$ cat config.mk
export PLATFORM = sky130hd
export DESIGN_NAME = binary_search_engine
export DESIGN_NICKNAME = d
export VERILOG_FILES = /design/src/rtl/binary_search_pkg.sv /design/src/rtl/binary_search_engine_ctrl.sv /design/src/rtl/binary_search_engine_datapath.sv /design/src/rtl/binary_search_engine.sv
export SDC_FILE = /design/constraint.sdc
export NUM_CORES = 1
export LEC_CHECK = 0
export ABC_AREA = 1
export BUFFER_PORTS_ARGS = -buffer_cell sky130_fd_sc_hd__buf_2
export CELL_PAD_IN_SITES_DETAIL_PLACEMENT = 1
export CELL_PAD_IN_SITES_GLOBAL_PLACEMENT = 2
export CORE_MARGIN = 2
export CORE_UTILIZATION = 36
export CTS_BUF_LIST = sky130_fd_sc_hd__clkbuf_4 sky130_fd_sc_hd__clkbuf_8
export CTS_CLUSTER_DIAMETER = 150
export DETAILED_ROUTE_END_ITERATION = 12
export MAX_ROUTING_LAYER = met4
export PLACE_DENSITY_LB_ADDON = 0.08
export SYNTH_ARGS = -nofsm -noshare
export SYNTH_HDL_FRONTEND = slang
export SYNTH_SLANG_ARGS = --single-unit
$ cat constraint.sdc
create_clock -name clk -period 4.9 [get_ports clk]
set_input_delay 1.47 -clock clk [delete_from_list [all_inputs] [get_ports clk]]
set_output_delay 1.47 -clock clk [all_outputs]
set_load 0.005 [all_outputs]
$ cat src/rtl/binary_search_pkg.sv
// Shared types and constants for the binary-search engine.
package binary_search_pkg;

  typedef enum logic [2:0] {
    IDLE    = 3'd0,
    COMPUTE = 3'd1,
    FETCH   = 3'd2,
    WAIT    = 3'd3,
    DECIDE  = 3'd4,
    RESOLVE = 3'd5,
    DONE    = 3'd6
  } state_e;

  localparam logic MODE_EXACT  = 1'b0;
  localparam logic MODE_LBOUND = 1'b1;

  // Wide enough for RD_LAT-2 with RD_LAT up to 8.
  localparam int unsigned WAIT_CNT_W = 3;

endpackage

$ cat src/rtl/binary_search_engine_ctrl.sv
// Search sequencer: state register, read-latency wait counter, handshake strobes.
module binary_search_engine_ctrl
  import binary_search_pkg::*;
#(
  parameter int unsigned RD_LAT = 1
) (
  input  logic   clk,
  input  logic   reset_n,
  input  logic   start,
  input  logic   l_gt_r_c,
  input  logic   exact_hit_c,
  output state_e state,
  output logic   ready,
  output logic   done,
  output logic   mem_rd
);

  state_e                  state_q, state_d;
  logic [WAIT_CNT_W-1:0]   wait_cnt_q, wait_cnt_d;
  logic                    ready_q, ready_d;
  logic                    done_q, done_d;
  logic                    mem_rd_q, mem_rd_d;

  // Next state, wait counter and registered strobes derived from the next state.
  always_comb begin
    state_d    = state_q;
    wait_cnt_d = wait_cnt_q;
    case (state_q)
      IDLE:    if (start) state_d = COMPUTE;
      COMPUTE: state_d = l_gt_r_c ? RESOLVE : FETCH;
      FETCH: begin
        if (RD_LAT == 1) begin
          state_d = DECIDE;
        end else begin
          state_d    = WAIT;
          wait_cnt_d = WAIT_CNT_W'(RD_LAT - 2);
        end
      end
      WAIT: begin
        if (wait_cnt_q == '0) state_d = DECIDE;
        else                  wait_cnt_d = wait_cnt_q - WAIT_CNT_W'(1);
      end
      DECIDE:  state_d = exact_hit_c ? DONE : COMPUTE;
      RESOLVE: state_d = DONE;
      DONE:    if (!start) state_d = IDLE;
      default: state_d = IDLE;
    endcase
    ready_d  = (state_d == IDLE);
    done_d   = (state_d == DONE);
    mem_rd_d = (state_d == FETCH);
  end

  // State and strobe registers.
  always_ff @(posedge clk or negedge reset_n) begin
    if (!reset_n) begin
      state_q    <= IDLE;
      wait_cnt_q <= '0;
      ready_q    <= 1'b1;
      done_q     <= 1'b0;
      mem_rd_q   <= 1'b0;
    end else begin
      state_q    <= state_d;
      wait_cnt_q <= wait_cnt_d;
      ready_q    <= ready_d;
      done_q     <= done_d;
      mem_rd_q   <= mem_rd_d;
    end
  end

  assign state  = state_q;
  assign ready  = ready_q;
  assign done   = done_q;
  assign mem_rd = mem_rd_q;

endmodule

$ cat src/rtl/binary_search_engine_datapath.sv
// Search window bounds, probe address and result registers.
module binary_search_engine_datapath
  import binary_search_pkg::*;
#(
  parameter int unsigned DATA_W = 8,
  parameter int unsigned ADDR_W = 5
) (
  input  logic              clk,
  input  logic              reset_n,
  input  state_e            state,
  input  logic              start,
  input  logic              mode,
  input  logic [DATA_W-1:0] target,
  input  logic [ADDR_W-1:0] lo,
  input  logic [ADDR_W-1:0] hi,
  input  logic [DATA_W-1:0] mem_rdata,
  output logic              l_gt_r_c,
  output logic              exact_hit_c,
  output logic              found,
  output logic [ADDR_W-1:0] index,
  output logic [ADDR_W:0]   steps,
  output logic [ADDR_W-1:0] mem_addr
);

  localparam int unsigned PW = ADDR_W + 1;

  logic signed [PW-1:0]   l_q, l_d, r_q, r_d;
  logic [ADDR_W-1:0]      hi_q, hi_d;
  logic [DATA_W-1:0]      target_q, target_d;
  logic                   mode_q, mode_d;
  logic [ADDR_W-1:0]      mem_addr_q, mem_addr_d;
  logic                   found_q, found_d;
  logic [ADDR_W-1:0]      index_q, index_d;
  logic [PW-1:0]          steps_q, steps_d;

  // L only ever grows from a non-negative start and may reach 2**ADDR_W, which
  // overflows the signed range; compare one bit wider with L zero-extended.
  logic signed [PW:0]     l_ext, r_ext;
  logic signed [PW-1:0]   mid_c;
  logic [PW-1:0]          addr_ext;
  logic                   lb_found_c;

  assign l_ext       = $signed({1'b0, l_q});
  assign r_ext       = $signed({r_q[PW-1], r_q});
  assign l_gt_r_c    = (l_ext > r_ext);
  assign mid_c       = l_q + ((r_q - l_q) >>> 1);
  assign addr_ext    = {1'b0, mem_addr_q};
  assign exact_hit_c = (mode_q == MODE_EXACT) && (mem_rdata == target_q);
  assign lb_found_c  = ($unsigned(l_ext) <= {2'b00, hi_q});

  // Per-state datapath updates; both modes share the narrowing rule off-equality.
  always_comb begin
    l_d        = l_q;
    r_d        = r_q;
    hi_d       = hi_q;
    target_d   = target_q;
    mode_d     = mode_q;
    mem_addr_d = mem_addr_q;
    found_d    = found_q;
    index_d    = index_q;
    steps_d    = steps_q;
    case (state)
      IDLE: begin
        if (start) begin
          target_d = target;
          mode_d   = mode;
          hi_d     = hi;
          l_d      = $signed({1'b0, lo});
          r_d      = $signed({1'b0, hi});
          found_d  = 1'b0;
          index_d  = '0;
          steps_d  = '0;
        end
      end
      COMPUTE: if (!l_gt_r_c) mem_addr_d = mid_c[ADDR_W-1:0];
      FETCH:   steps_d = steps_q + PW'(1);
      DECIDE: begin
        if (exact_hit_c) begin
          found_d = 1'b1;
          index_d = mem_addr_q;
        end else if (mem_rdata < target_q) begin
          l_d = $signed(addr_ext + PW'(1));
        end else begin
          r_d = $signed(addr_ext - PW'(1));
        end
      end
      RESOLVE: begin
        if (mode_q == MODE_EXACT) begin
          found_d = 1'b0;
          index_d = '0;
        end else begin
          found_d = lb_found_c;
          index_d = lb_found_c ? l_q[ADDR_W-1:0] : '0;
        end
      end
      default: ;
    endcase
  end

  // Datapath registers.
  always_ff @(posedge clk or negedge reset_n) begin
    if (!reset_n) begin
      l_q        <= '0;
      r_q        <= '0;
      hi_q       <= '0;
      target_q   <= '0;
      mode_q     <= MODE_EXACT;
      mem_addr_q <= '0;
      found_q    <= 1'b0;
      index_q    <= '0;
      steps_q    <= '0;
    end else begin
      l_q        <= l_d;
      r_q        <= r_d;
      hi_q       <= hi_d;
      target_q   <= target_d;
      mode_q     <= mode_d;
      mem_addr_q <= mem_addr_d;
      found_q    <= found_d;
      index_q    <= index_d;
      steps_q    <= steps_d;
    end
  end

  assign found    = found_q;
  assign index    = index_q;
  assign steps    = steps_q;
  assign mem_addr = mem_addr_q;

endmodule

$ cat src/rtl/binary_search_engine.sv
// Binary search over a sorted synchronous-read memory, exact or lower-bound mode.
module binary_search_engine
  import binary_search_pkg::*;
#(
  parameter int unsigned DATA_W = 8,
  parameter int unsigned ADDR_W = 5,
  parameter int unsigned RD_LAT = 1
) (
  input  logic              clk,
  input  logic              reset_n,
  input  logic              start,
  input  logic              mode,
  input  logic [DATA_W-1:0] target,
  input  logic [ADDR_W-1:0] lo,
  input  logic [ADDR_W-1:0] hi,
  output logic              ready,
  output logic              done,
  output logic              found,
  output logic [ADDR_W-1:0] index,
  output logic [ADDR_W:0]   steps,
  output logic              mem_rd,
  output logic [ADDR_W-1:0] mem_addr,
  input  logic [DATA_W-1:0] mem_rdata
);

  state_e state;
  logic   l_gt_r_c;
  logic   exact_hit_c;

  binary_search_engine_ctrl #(
    .RD_LAT (RD_LAT)
  ) u_ctrl (
    .clk         (clk),
    .reset_n     (reset_n),
    .start       (start),
    .l_gt_r_c    (l_gt_r_c),
    .exact_hit_c (exact_hit_c),
    .state       (state),
    .ready       (ready),
    .done        (done),
    .mem_rd      (mem_rd)
  );

  binary_search_engine_datapath #(
    .DATA_W (DATA_W),
    .ADDR_W (ADDR_W)
  ) u_datapath (
    .clk         (clk),
    .reset_n     (reset_n),
    .state       (state),
    .start       (start),
    .mode        (mode),
    .target      (target),
    .lo          (lo),
    .hi          (hi),
    .mem_rdata   (mem_rdata),
    .l_gt_r_c    (l_gt_r_c),
    .exact_hit_c (exact_hit_c),
    .found       (found),
    .index       (index),
    .steps       (steps),
    .mem_addr    (mem_addr)
  );

endmodule

# Word level (Yosys, flattened, before mapping)
# Index checks and enable logic that the tools add are counted.
word_totals:
  reg_bits: 52
  latchBits: 0
  ram_bits: 0
  romBits: 0
  output_inout_bits: 20
  word_cells: 79
  n_memories: 0
classes:
  n_addsub: 6
  mul: 0
  n_div: 0
  n_lt_le_gt_ge: 3
  n_eq_ne: 14
  shifts: 0
  mux: 25
  bitwise_logic: 3
  n_reduce_logical: 14
op_table:
  columns: ["operator", "count"]
  rows:
  - ["two-way mux 6 bit", 7]
  - ["one-hot mux 6 bit (2 select lines)", 3]
  - ["one-hot mux 3 bit (7 select lines)", 1]
  - ["two-way mux 5 bit", 4]
  - ["two-way mux 3 bit", 5]
  - ["one-hot mux 5 bit (3 select lines)", 1]
  - ["equality test 3 bit (second input constant)", 4]
  - ["equality test 3 x 2 -> 1 bit (second input constant)", 3]
  - ["logical NOT 3 bit", 3]
  - ["equality test 8 bit", 1]
  - ["less-than comparator 8 bit", 1]
  - ["AND reduction 2 bit", 4]
  - ["AND reduction 4 bit", 2]
  - ["greater-than comparator 7 x 6 -> 1 bit", 1]
  - ["adder 5 x 1 -> 6 bit (second input constant)", 1]
  - ["adder 6 x 1 -> 6 bit (second input constant)", 1]
  - ["<= comparator 6 x 5 -> 1 bit", 1]
  - ["inequality test 2 bit (second input constant)", 3]
  - ["subtractor 5 x 1 -> 6 bit (second input constant)", 1]
  - ["subtractor 6 bit", 1]
  - ["adder 5 bit", 1]
  - ["inequality test 2 x 1 -> 1 bit (second input constant)", 2]
  - ["nonzero test 2 bit", 2]
  - ["equality test 3 x 1 -> 1 bit (second input constant)", 1]
  - ["other kinds (7)", 11]

# Longest topological paths before layout
# Gate-level depths: netlist (run 1).
depth:
  depth_word: 5
  ltp_mapped: 16
  mapped_depth_nobuf: 16

# Modules after synthesis
# Synthesis (run 1) repeated with hierarchy kept, for this count alone.
unflattened:
  hier_cells: 484
  area_unflattened_um2: 3584.7
modules_own_cells:
  columns: ["module", "n_inst", "cells_per_inst", "area_each_um2", "seq_area_each_um2"]
  rows:
  - ["binary_search_engine_datapath", 1, 417, 3059.2, 1076.0]
  - ["binary_search_engine_ctrl", 1, 67, 525.5, 226.5]

# Least setup slack after synthesis (run 1)
# OpenSTA, ideal clock, no wires.
synth_path:
  path_kind: "input to register"
  startpoint: "in mem_rdata[7]"
  endpoint: "reg u_datapath.r_q[4]"
  setup_time_ns: 0.117
  arrival_ns: 2.531
  required_time_ns: 4.783
  slack_ns: 2.252
  stages: 10
  n_path_buf: 0
  path_cell_list: "ha_1 > nand2_1 > nor2_1 > nand3_1 > nand2_2 > clkinv_2 > nand2_2 > nand2_2 > nand2_1 > nand2_1"
synth_via:
  elab_chain_cells: 4
  elab_cells_between_ends: 6
  cone_classes: "order compare (1); eq/ne (3); reduce/logical (2)"
synth_rtl:
  columns: ["item", "line", "rtl"]
  rows:
  - ["start, declared", "binary_search_engine.sv:23", "input logic [DATA_W-1:0] mem_rdata"]
  - ["parallel branches: the longest is 3 deep, another holds less-than comparator 8 bit", null, null]
  - ["AND reduction 4 bit (no source line) *", null, null]
  - ["end signal, assigned", "binary_search_engine_datapath.sv:114", "r_q <= r_d;"]
  - ["end, declared", "binary_search_engine_datapath.sv:27", "logic signed [PW-1:0] l_q, l_d, r_q, r_d;"]
# Every way passes the cells marked *.
# A chain may end at the register's enable or synchronous reset.

# Final worst setup path (run 1)
layout_path:
  startpoint: "in start"
  endpoint: "reg u_datapath.steps_q[2] (netlist: u_datapath.steps[2])"
layout_via:
  elab_chain_cells: 2
layout_rtl:
  columns: ["item", "line", "rtl"]
  rows:
  - ["start, declared", "binary_search_engine.sv:11", "input logic start,"]
  - ["inequality test 2 bit (no source line)", null, null]
  - ["AND reduction 2 bit (no source line)", null, null]
  - ["end signal, assigned", "binary_search_engine_datapath.sv:121", "steps_q <= steps_d;"]
  - ["end, declared", "binary_search_engine_datapath.sv:34", "logic [PW-1:0] steps_q, steps_d;"]
# No other way between the ends.

==> results.yml, run 1 <==
critical_path:
  worstPathArrival_ns: 3.12
  worstPathRequired_ns: 5.11
  reg2reg_from: "u_datapath.l_q[0]"
  endpoint: "u_datapath.steps[2]"
  end_kind: "register"
  r2r-end: "u_datapath.mem_addr[4]"
  crit_type: "in2reg"
  path_cells: "buf_2 -> nand3_2 -> inv_1 -> nor2_1 -> a32o_1"
  max_stage_delay_ns: 0.71
  crit_start: "start"
  worstRegToRegCells: 12
  r2r_slack_ns: 2.25
  startpoint_type: "primary input"
  cp_top_family: "buffers and inverters"
  crit_slowest_cell: "inv_1"
  path_buf_inv: 2
  crit_fanout: 25
  crit_cells: 5
job:
  max-cap-violations: 0
timing:
  timing.final.crit_period_ns: 2.91
  rsz0062_at_grt: "false"
  relSlewSlack: 0.530
  fin_setup_tns_ns: 0
  maxSlewViolCount: 0
  finalCritPeriodShare: 0.593
  skew_ns: 0.00906
  hold_viol: 0
  holdWs_ns: 0.480
  worstMarginPinSlew_ns: 0.703
  fmax_mhz: 344
  setup_viol: 0
layout:
  seqCellArea_sq_mm: 0.00130
  multi_input_area_sq_mm: 0.00176
  syn_to_final_growth_pct: 13.4
  layout-drive-gt1-share: 0.156
  nFillCells: 1163
  num_antenna_cells: 0
  mostFrequentLayoutCell: "nand2_1"
  fin_nets: 553
  final_cell_mix: "134 x nand2_1, 61 x inv_1, 51 x dfrtp_1, 49 x buf_2, 40 x nand3_1"
outcome:
  status: "finished, final reports clean"
logic_synthesis:
  synth_cells: 438
  synth_top_area_cell: "dfrtp_1"
  netlist.area_leader.share: 0.381
  syn_nets: 504
  synth_cell_types: 35
  ys_warn_count: 0
  syn_area_sq_mm: 0.00335
  syn_avg_cell_area_sq_um: 7.65
  ys_ff_latch: 52
  ys_seq_area_frac: 0.389
  synth.top_cells.by_area: "dfrtp_1 38%, nand2_1 15%, ha_1 13%, inv_1 6.8%, nand3_1 6.0%"
min_path:
  min_path_cells: 2
  worstHoldPathType: "reg2reg"
die:
  ioPinCount: 50
  die_y_um: 100
  initial_core_util: 0.366
  core_sq_mm: 0.00915
  row_count: 35
  dieWidth_um: 100
  dieArea_sq_mm: 0.0101
clock_tree:
  post-cts-setup-buffer-count: 0
  cts_resized: 0
  cts_hold_buf: 0
  cts_buffers: 5
  path_clk_slew_ns: 0.10
  clock-sinks: 52
  htree_levels: 2
  clk_root_buffer_cell: "clkbuf_8"
  cts_tree: "built"
  clk_latency_ns: 0.31
  clk_path_buf_depth: 2
placed_design:
  place_congestion: 0.772
  dp_hpwl_um: 6830
  port_buffers: 49
grt:
  track_usage: 0.192
  grt_pass1_wl_um: 14800
  antenna_found_initial: 0
  grt_max_degree: 28
  grt_pass1_vias: 3027
  grt_overflow: 0
drt:
  viasPerCell: 4.88
  first_pass_iters: 4
  final_antenna_net_count: 0
  routedWlPerCell_um: 14.6
  wirelength_um: 8720
  drt_iter0_drc: 84
  via_count: 2922
  post-route-drc-count: 0
pwr:
  ir_drop_uv: 184
  p_per_area_mw_per_mm2: 670
  leakage_uw: 0.00215
worst min-delay path by stage:
stage	start	to	slack [ns]
floorplan	u_ctrl.wait_cnt_q[2]	u_ctrl.wait_cnt_q[2]	0.45
global placement	u_datapath.index[4]	u_datapath.index[4]	0.46
detailed placement	u_datapath.index[2]	u_datapath.index[2]	0.46
CTS	u_datapath.index[2]	u_datapath.index[2]	0.49
global route	u_datapath.index[0]	u_datapath.index[0]	0.52
finish	u_datapath.index[2]	u_datapath.index[2]	0.48
worst min-delay path, cell delays in order, from the launching register on:
cell and delay, ns:
dfrtp_1 0.35, nand2_1 0.05, nand2_1 0.05
where the power goes:
group / switching [uW] / internal, uW / total (uW)
sequential: 179 / 600 / 778
clock: 151 / 121 / 271
combinational: 924 / 573 / 1500
total: 1250 / 1290 / 2550
area by class of cell:
cell class                 instances  area share
clock buffer                       7      0.0237
clock inverter                     1     0.00197
inverter                          65      0.0645
multi-input combinational        313       0.464
sequential                        52       0.343
tap                              111      0.0365
timing repair buffer              50      0.0665
state kept, by name (all words and copies together) (netlist names):
name,cells
u_ctrl.done,1
u_ctrl.mem_rd,1
u_ctrl.ready,1
u_ctrl.state,3
u_ctrl.wait_cnt_q,3
u_datapath.found,1
u_datapath.hi_q,5
u_datapath.index,5
u_datapath.l_q,6
u_datapath.mem_addr,5
u_datapath.mode_q,1
u_datapath.r_q,6
u_datapath.steps,6
u_datapath.target_q,8
per-layer routing:
metal	global-route usage	vias up	routed length, um	share of wire
li1	-	1481	-	-
met1	0.257	1389	4420	0.51
met2	0.317	43	4000	0.46
met3	0.0201	9	204	0.023
met4	0.0432	0	102	0.012
met5	-	-	0	0
Yosys cell counts:
cell type	n
nor3_2	1
clkbuf_2	1
nand2_2	7
a21o_1	1
nand2_1	134
xnor2_1	6
nor2_1	25
o211ai_1	1
or2_2	2
dfrtp_1	51
nand3_1	40
ha_1	34
a31oi_1	1
o21a_1	2
buf_4	1
fa_1	2
inv_2	3
o21ai_0	26
clkbuf_1	3
o21bai_1	1
a32o_1	1
nand4_1	2
o221ai_1	1
dfstp_2	1
clkinv_2	1
buf_2	3
inv_1	61
a21oi_1	15
nor3_1	1
nor2_4	1
or2_1	1
nand3_2	1
xor2_1	5
a22o_1	1
nand3_4	1
kinds of logic (layout without fill, tap and decap cells):
family	count (synthesis)	after routing	synth area share
AND/OR/NAND/NOR	216	216	0.276
XOR/XNOR	11	11	0.0288
AO/OA/AOI/OAI	50	50	0.0825
flip-flops	52	52	0.389
buffers and inverters	73	123	0.0848
adder cells (fa/ha/maj)	36	36	0.139
through the flow:
step / total power [uW] / util / cells / area, sq um / setup WS (ns)
final: 2550 / 0.415 / 599 / 3800 / 1.99
after global routing: 2870 / 0.415 / 599 / 3800 / 1.80
after CTS: 2600 / 0.415 / 599 / 3800 / 1.94
after detailed placement: 2310 / 0.405 / 591 / 3700 / 1.59
after global placement: 2250 / 0.405 / 591 / 3700 / 1.64
after floorplan: 1850 / - / 438 / 3350 / 2.25
Power figures use the tool's default switching activity.
==> run 2, diff against run 1 <==
--- a/config.mk
+++ b/config.mk
@@ -5,12 +5,12 @@
 export SDC_FILE = /design/constraint.sdc
 export NUM_CORES = 1
 export LEC_CHECK = 0
-export ABC_AREA = 1
+export ABC_AREA = 0
 export BUFFER_PORTS_ARGS = -buffer_cell sky130_fd_sc_hd__buf_2
 export CELL_PAD_IN_SITES_DETAIL_PLACEMENT = 1
 export CELL_PAD_IN_SITES_GLOBAL_PLACEMENT = 2
 export CORE_MARGIN = 2
-export CORE_UTILIZATION = 36
+export CORE_UTILIZATION = 33
 export CTS_BUF_LIST = sky130_fd_sc_hd__clkbuf_4 sky130_fd_sc_hd__clkbuf_8
 export CTS_CLUSTER_DIAMETER = 150
 export DETAILED_ROUTE_END_ITERATION = 12
==> constraint.sdc (replaced) <==
create_clock -name clk -period 2.4 [get_ports clk]
set_input_delay 0.72 -clock clk [delete_from_list [all_inputs] [get_ports clk]]
set_output_delay 0.72 -clock clk [all_outputs]
set_load 0.005 [all_outputs]
==> results.yml, run 2 <==
layout:
  layout-drive-gt1-share: 0.311
  layoutNonFillerInstCount: 561
  num_antenna_cells: 0
  final_area_sq_mm: 0.00416
  nFillCells: 1167
  multi_input_area_sq_mm: 0.00183
  post-route-util: 0.432
  largest_reg_flops: 8
  fin_nets: 493
  seqCellArea_sq_mm: 0.00130
  mostFrequentLayoutCell: "dfrtp_1"
  syn_to_final_growth_pct: 29.0
  top_register: "u_datapath.target_q"
  final_cell_mix: "51 x dfrtp_1, 49 x buf_2, 44 x buf_4"
die:
  initial_core_util: 0.335
  dieWidth_um: 103
  core_sq_mm: 0.00964
  ioPinCount: 50
  row_count: 36
  dieArea_sq_mm: 0.0106
  die_y_um: 103
drt:
  highest_layer: "met4"
  routed-wl-met3_um: 169
  viasPerCell: 4.83
  routedWlPerCell_um: 15.8
  first_pass_iters: 4
  drt_iter0_drc: 35
  wirelength_um: 8860
  post-route-drc-count: 0
  dr_wl_met2_um: 4640
  wl_met1_um: 3870
  via_count: 2712
  final_antenna_net_count: 0
grt:
  grt_pass1_vias: 2910
  track_usage: 0.185
  grt_max_degree: 53
  antenna_found_initial: 0
  grt_overflow: 0
  grt_pass1_wl_um: 14500
placed_design:
  placed_area_sq_mm: 0.00396
  port_buffers: 49
  place_congestion: 0.770
  dp_hpwl_um: 6800
  post-place-cells: 547
timing:
  fin_setup_tns_ns: -0.135
  timing.final.crit_period_ns: 2.53
  maxSlewViolCount: 0
  fmax_mhz: 394
  finalCritPeriodShare: 1.06
  worstMarginPinSlew_ns: 0.483
  setup_ws_ns: -0.135
  hold_viol: 0
  setup_viol: 1
  skew_ns: 0.00756
  relSlewSlack: 0.677
  rsz0062_at_grt: "true"
pwr:
  fin_total_pwr_uw: 6270
  ir_drop_uv: 597
  p_per_area_mw_per_mm2: 1510
  leakage_uw: 0.00213
critical_path:
  r2r-end: "u_datapath.mem_addr[4]"
  endpoint: "u_datapath.mem_addr[4]"
  worstRegToRegCells: 10
  r2r_slack_ns: -0.13
  crit_slowest_cell: "dfrtp_1"
  end_kind: "register"
  path_cells: "ha_4 -> inv_2 -> fa_2 -> ha_4 -> fa_2 -> a21o_1 -> a21oi_2 -> xnor2_2 -> xnor2_1 -> mux2_2"
  crit_type: "reg2reg"
  worstPathArrival_ns: 2.74
  startpoint_type: "register"
  crit_fanout: 2
  reg2reg_from: "u_datapath.l_q[0]"
  crit_start: "u_datapath.l_q[0]"
  max_stage_delay_ns: 0.45
  worstPathRequired_ns: 2.60
logic_synthesis:
  syn_area_sq_mm: 0.00323
  ys_warn_count: 0
  ys_ff_latch: 52
  synth_cell_types: 46
  ys.flop_type: "dfrtp_1"
  synth_top_area_cell: "dfrtp_1"
  netlist.area_leader.share: 0.396
  synthArstFlopShare: 1.00
  syn_avg_cell_area_sq_um: 9.63
  synth_common_cells: "51 x dfrtp_1, 34 x ha_1, 33 x inv_1"
  synth_cells: 335
  yosysMostFrequentCell: "dfrtp_1"
  synth_edf_count: 0
  synth.top_cells.by_area: "dfrtp_1 40%, ha_1 13%, o21ai_0 3.9%, inv_1 3.8%, mux2i_1 3.7%"
  ys_seq_area_frac: 0.404
  syn_nets: 401
job:
  max-cap-violations: 0
min_path:
  worstHoldPathType: "in2async"
clock_tree:
  cts_tree: "built"
  clk_path_buf_depth: 2
  cts_buffers: 5
  path_clk_slew_ns: 0.10
  clock-sinks: 52
  htree_levels: 2
  clk_root_buffer_cell: "clkbuf_8"
  clk_latency_ns: 0.31
outcome:
  status: "finished, violations left"
  failed_checks: "negative setup slack"
-- run 2: changes by cell type after synthesis, sizes merged, moves of 6 or more --
cell	before	now
nand2	141	31
mux2	0	6
nor2	26	19
nor2b	0	6
mux2i	0	12
a21o	1	8
inv	64	33
nand3	42	8
-- run 2: worst min path at each step --
stage	from	end	slack [ns]	cells after the start
after floorplan	reset_n	u_ctrl.done	0.42	0
after global placement	u_ctrl.wait_cnt_q[0]	u_ctrl.wait_cnt_q[0]	0.46	1
after detailed placement	u_ctrl.wait_cnt_q[0]	u_ctrl.wait_cnt_q[0]	0.47	1
after CTS	reset_n	u_datapath.target_q[6]	0.39	2
after global routing	reset_n	u_datapath.target_q[6]	0.39	2
final	reset_n	u_datapath.target_q[6]	0.39	2
-- run 2: metal layers --
layer | track usage | vias to the layer above
li1 | - | 1337
met1 | 0.223 | 1326
met2 | 0.325 | 36
met3 | 0.0244 | 13
met4 | 0.0496 | 0
met5 | - | -
-- run 2: cell families after synthesis --
group / Yosys count / synth area share
AO/OA/AOI/OAI: 75 / 0.151
XOR/XNOR: 14 / 0.0380
adder cells (fa/ha/maj): 36 / 0.144
buffers and inverters: 45 / 0.0597
flip-flops: 52 / 0.404
multiplexers: 18 / 0.0582
AND/OR/NAND/NOR: 95 / 0.145
-- run 2: layout make-up --
type,count,share of cell area
sequential,52,0.313
clock buffer,6,0.0198
tap,133,0.0400
inverter,33,0.0298
multi-input combinational,238,0.439
clock inverter,2,0.00331
timing repair buffer,97,0.155
-- run 2: report_power, final --
part,total [uW],switching (uW),internal [uW]
registers,1580,361,1220
logic,4130,1950,2180
clock network,556,319,237
total,6270,2630,3640
-- run 2: through the flow --
stage	setup WS, ns	hold slack [ns]
after floorplan	-0.105	0.424
after global placement	-0.204	0.460
after detailed placement	-0.267	0.468
after CTS	-0.167	0.394
after global routing	-0.227	0.394
final	-0.135	0.388
-- run 2: critical path: cells and delay by family, from the launching register on --
family | cells | cell delay (ns)
buffers and inverters | 1 | 0.05
flip-flops | 1 | 0.45
multiplexers | 1 | 0.25
adder cells (fa/ha/maj) | 4 | 1.15
AO/OA/AOI/OAI | 2 | 0.34
XOR/XNOR | 2 | 0.20
-- run 2: what timing repair did --
action | 4_1_cts | 5_1_grt
pin swaps | 8 | 5
setup endpoints to repair | 2 | 7
resized for setup | 4 | 9
setup buffers | 4 | 2
hold buffers | 0 | 0
==> run 3, diff against run 2 <==
==> constraint.sdc (replaced) <==
create_clock -name clk -period 2.4 [get_ports clk]
set_input_delay 0.12 -clock clk [delete_from_list [all_inputs] [get_ports clk]]
set_output_delay 0.12 -clock clk [all_outputs]
set_load 0.005 [all_outputs]
==> results.yml, run 3 (synthesis gave the netlist of run 2 again) <==
layout:
  num_antenna_cells: 0
  fin_nets: 485
  syn_to_final_growth_pct: 27.5
  largest_reg_flops: 8
  final_cell_mix: "51 x dfrtp_1, 49 x buf_2, 34 x buf_4, 32 x ha_1, 31 x nand2_1"
  layout-drive-gt1-share: 0.295
  mostFrequentLayoutCell: "dfrtp_1"
  post-route-util: 0.427
  final_area_sq_mm: 0.00411
  top_register: "u_datapath.target_q"
job:
  max-cap-violations: 0
pwr:
  p_sw_uw: 2720
  pwr-share-comb: 0.662
  switching_share: 0.418
  sequentialPowerShare: 0.240
  p_clk_frac: 0.098
  p_per_area_mw_per_mm2: 1580
  p_int_uw: 3780
  ir_drop_uv: 740
  leakage_uw: 0.00210
min_path:
  worstHoldPathType: "in2reg"
clock_tree:
  path_clk_slew_ns: 0.10
  clk_path_buf_depth: 2
  clk_root_buffer_cell: "clkbuf_8"
  htree_levels: 2
  clock-sinks: 52
  cts_buffers: 5
  clk_latency_ns: 0.31
  cts_tree: "built"
drt:
  post-route-drc-count: 0
  final_antenna_net_count: 0
  via_count: 2654
  wirelength_um: 8800
  first_pass_iters: 4
  drt_iter0_drc: 35
  routedWlPerCell_um: 15.9
  viasPerCell: 4.80
critical_path:
  worstPathArrival_ns: 2.74
  startpoint_type: "register"
  end_kind: "register"
  crit_fanout: 2
  worstPathRequired_ns: 2.60
  crit_type: "reg2reg"
outcome:
  failed_checks: "negative setup slack"
  status: "finished, violations left"
timing:
  setup_viol: 2
  fmax_mhz: 394
  worstMarginPinSlew_ns: 0.804
  rsz0062_at_grt: "true"
  fin_setup_tns_ns: -0.179
  setup_ws_ns: -0.136
  maxSlewViolCount: 0
  relSlewSlack: 0.459
  hold_viol: 0
  timing.final.crit_period_ns: 2.54
  finalCritPeriodShare: 1.06
  holdWs_ns: 0.00522
  skew_ns: 0.00565
die:
  dieWidth_um: 103
  row_count: 36
  core_sq_mm: 0.00964
  ioPinCount: 50
  initial_core_util: 0.335
  die_y_um: 103
  dieArea_sq_mm: 0.0106
grt:
  grt_pass1_vias: 2814
  antenna_found_initial: 0
  grt_max_degree: 53
  track_usage: 0.183
  grt_overflow: 0
  grt_pass1_wl_um: 14300
placed_design:
  port_buffers: 49
  dp_hpwl_um: 6620
  place_congestion: 0.833
  pre_cts_slack_ns: -0.187
  placed_area_sq_mm: 0.00385
run 3: changes by cell type in the layout (fill, tap and decap cells not counted), sizes merged:
cell / change
inv: -1
bufinv: +1
dlygate4sd3: +3
buf: -11
run 3: path summary, 6_finish.rpt:
kind                                        start                endpoint  slack, ns  cells past startpoint
max                             u_datapath.l_q[0]  u_datapath.mem_addr[4]      -0.14                     10
min                                     target[4]  u_datapath.target_q[4]      0.005                      3
max reg2reg                     u_datapath.l_q[0]  u_datapath.mem_addr[4]      -0.14                     10
min reg2reg                u_datapath.target_q[0]  u_datapath.target_q[0]       0.49                      2
max in group asynchronous                 reset_n  u_datapath.mem_addr[0]       1.45                      3
min in group asynchronous                 reset_n  u_datapath.target_q[6]       0.48                      3
run 3: per-layer routing:
metal	track usage	routed length (um)	vias up
met1	0.228	4060	1284
met3	0.0251	188	13
li1	-	-	1321
met4	0.0435	142	0
met2	0.316	4410	36
met5	-	0	-
run 3: critical path: stages (launching register included):
cell,delay (ns)
dfrtp_1,0.42
ha_4,0.17
inv_2,0.05
fa_2,0.44
ha_4,0.18
fa_2,0.36
a21o_1,0.20
a21oi_2,0.13
xnor2_1,0.14
xnor2_1,0.08
mux2_4,0.26
run 3: layout make-up:
type / count / area, sq um
Fill cell: 1144 / 5530
Multi-Input combinational cell: 238 / 1840
Sequential cell: 52 / 1300
Timing Repair Buffer: 89 / 573
Tap cell: 133 / 166
Inverter: 33 / 124
Clock buffer: 6 / 76.3
Clock inverter: 2 / 35.0
run 3: timing repair:
| action | CTS | global route |
|---|---|---|
| endpoints found under the setup margin | 2 | 10 |
| endpoints found under the hold margin | 53 | 0 |
| hold buffers | 3 | 0 |
| setup buffers | 2 | 4 |
| gates resized for setup | 4 | 14 |
| pin swaps | 7 | 10 |
run 3: power by group through the flow:
stage	sequential, uW	clock [uW]	combinational (uW)
floorplan	1460	0	2490
global placement	1560	0	3710
detailed placement	1570	0	3790
CTS	1560	658	3900
global route	1610	691	4850
finish	1560	635	4300
run 3: per-stage QoR:
stage | power (uW) | cells
5_1_grt | 7150 | 553
4_1_cts | 6120 | 549
3_5_place_dp | 5370 | 536
3_3_place_gp | 5270 | 536
6_report | 6490 | 553
2_1_floorplan | 3950 | 335
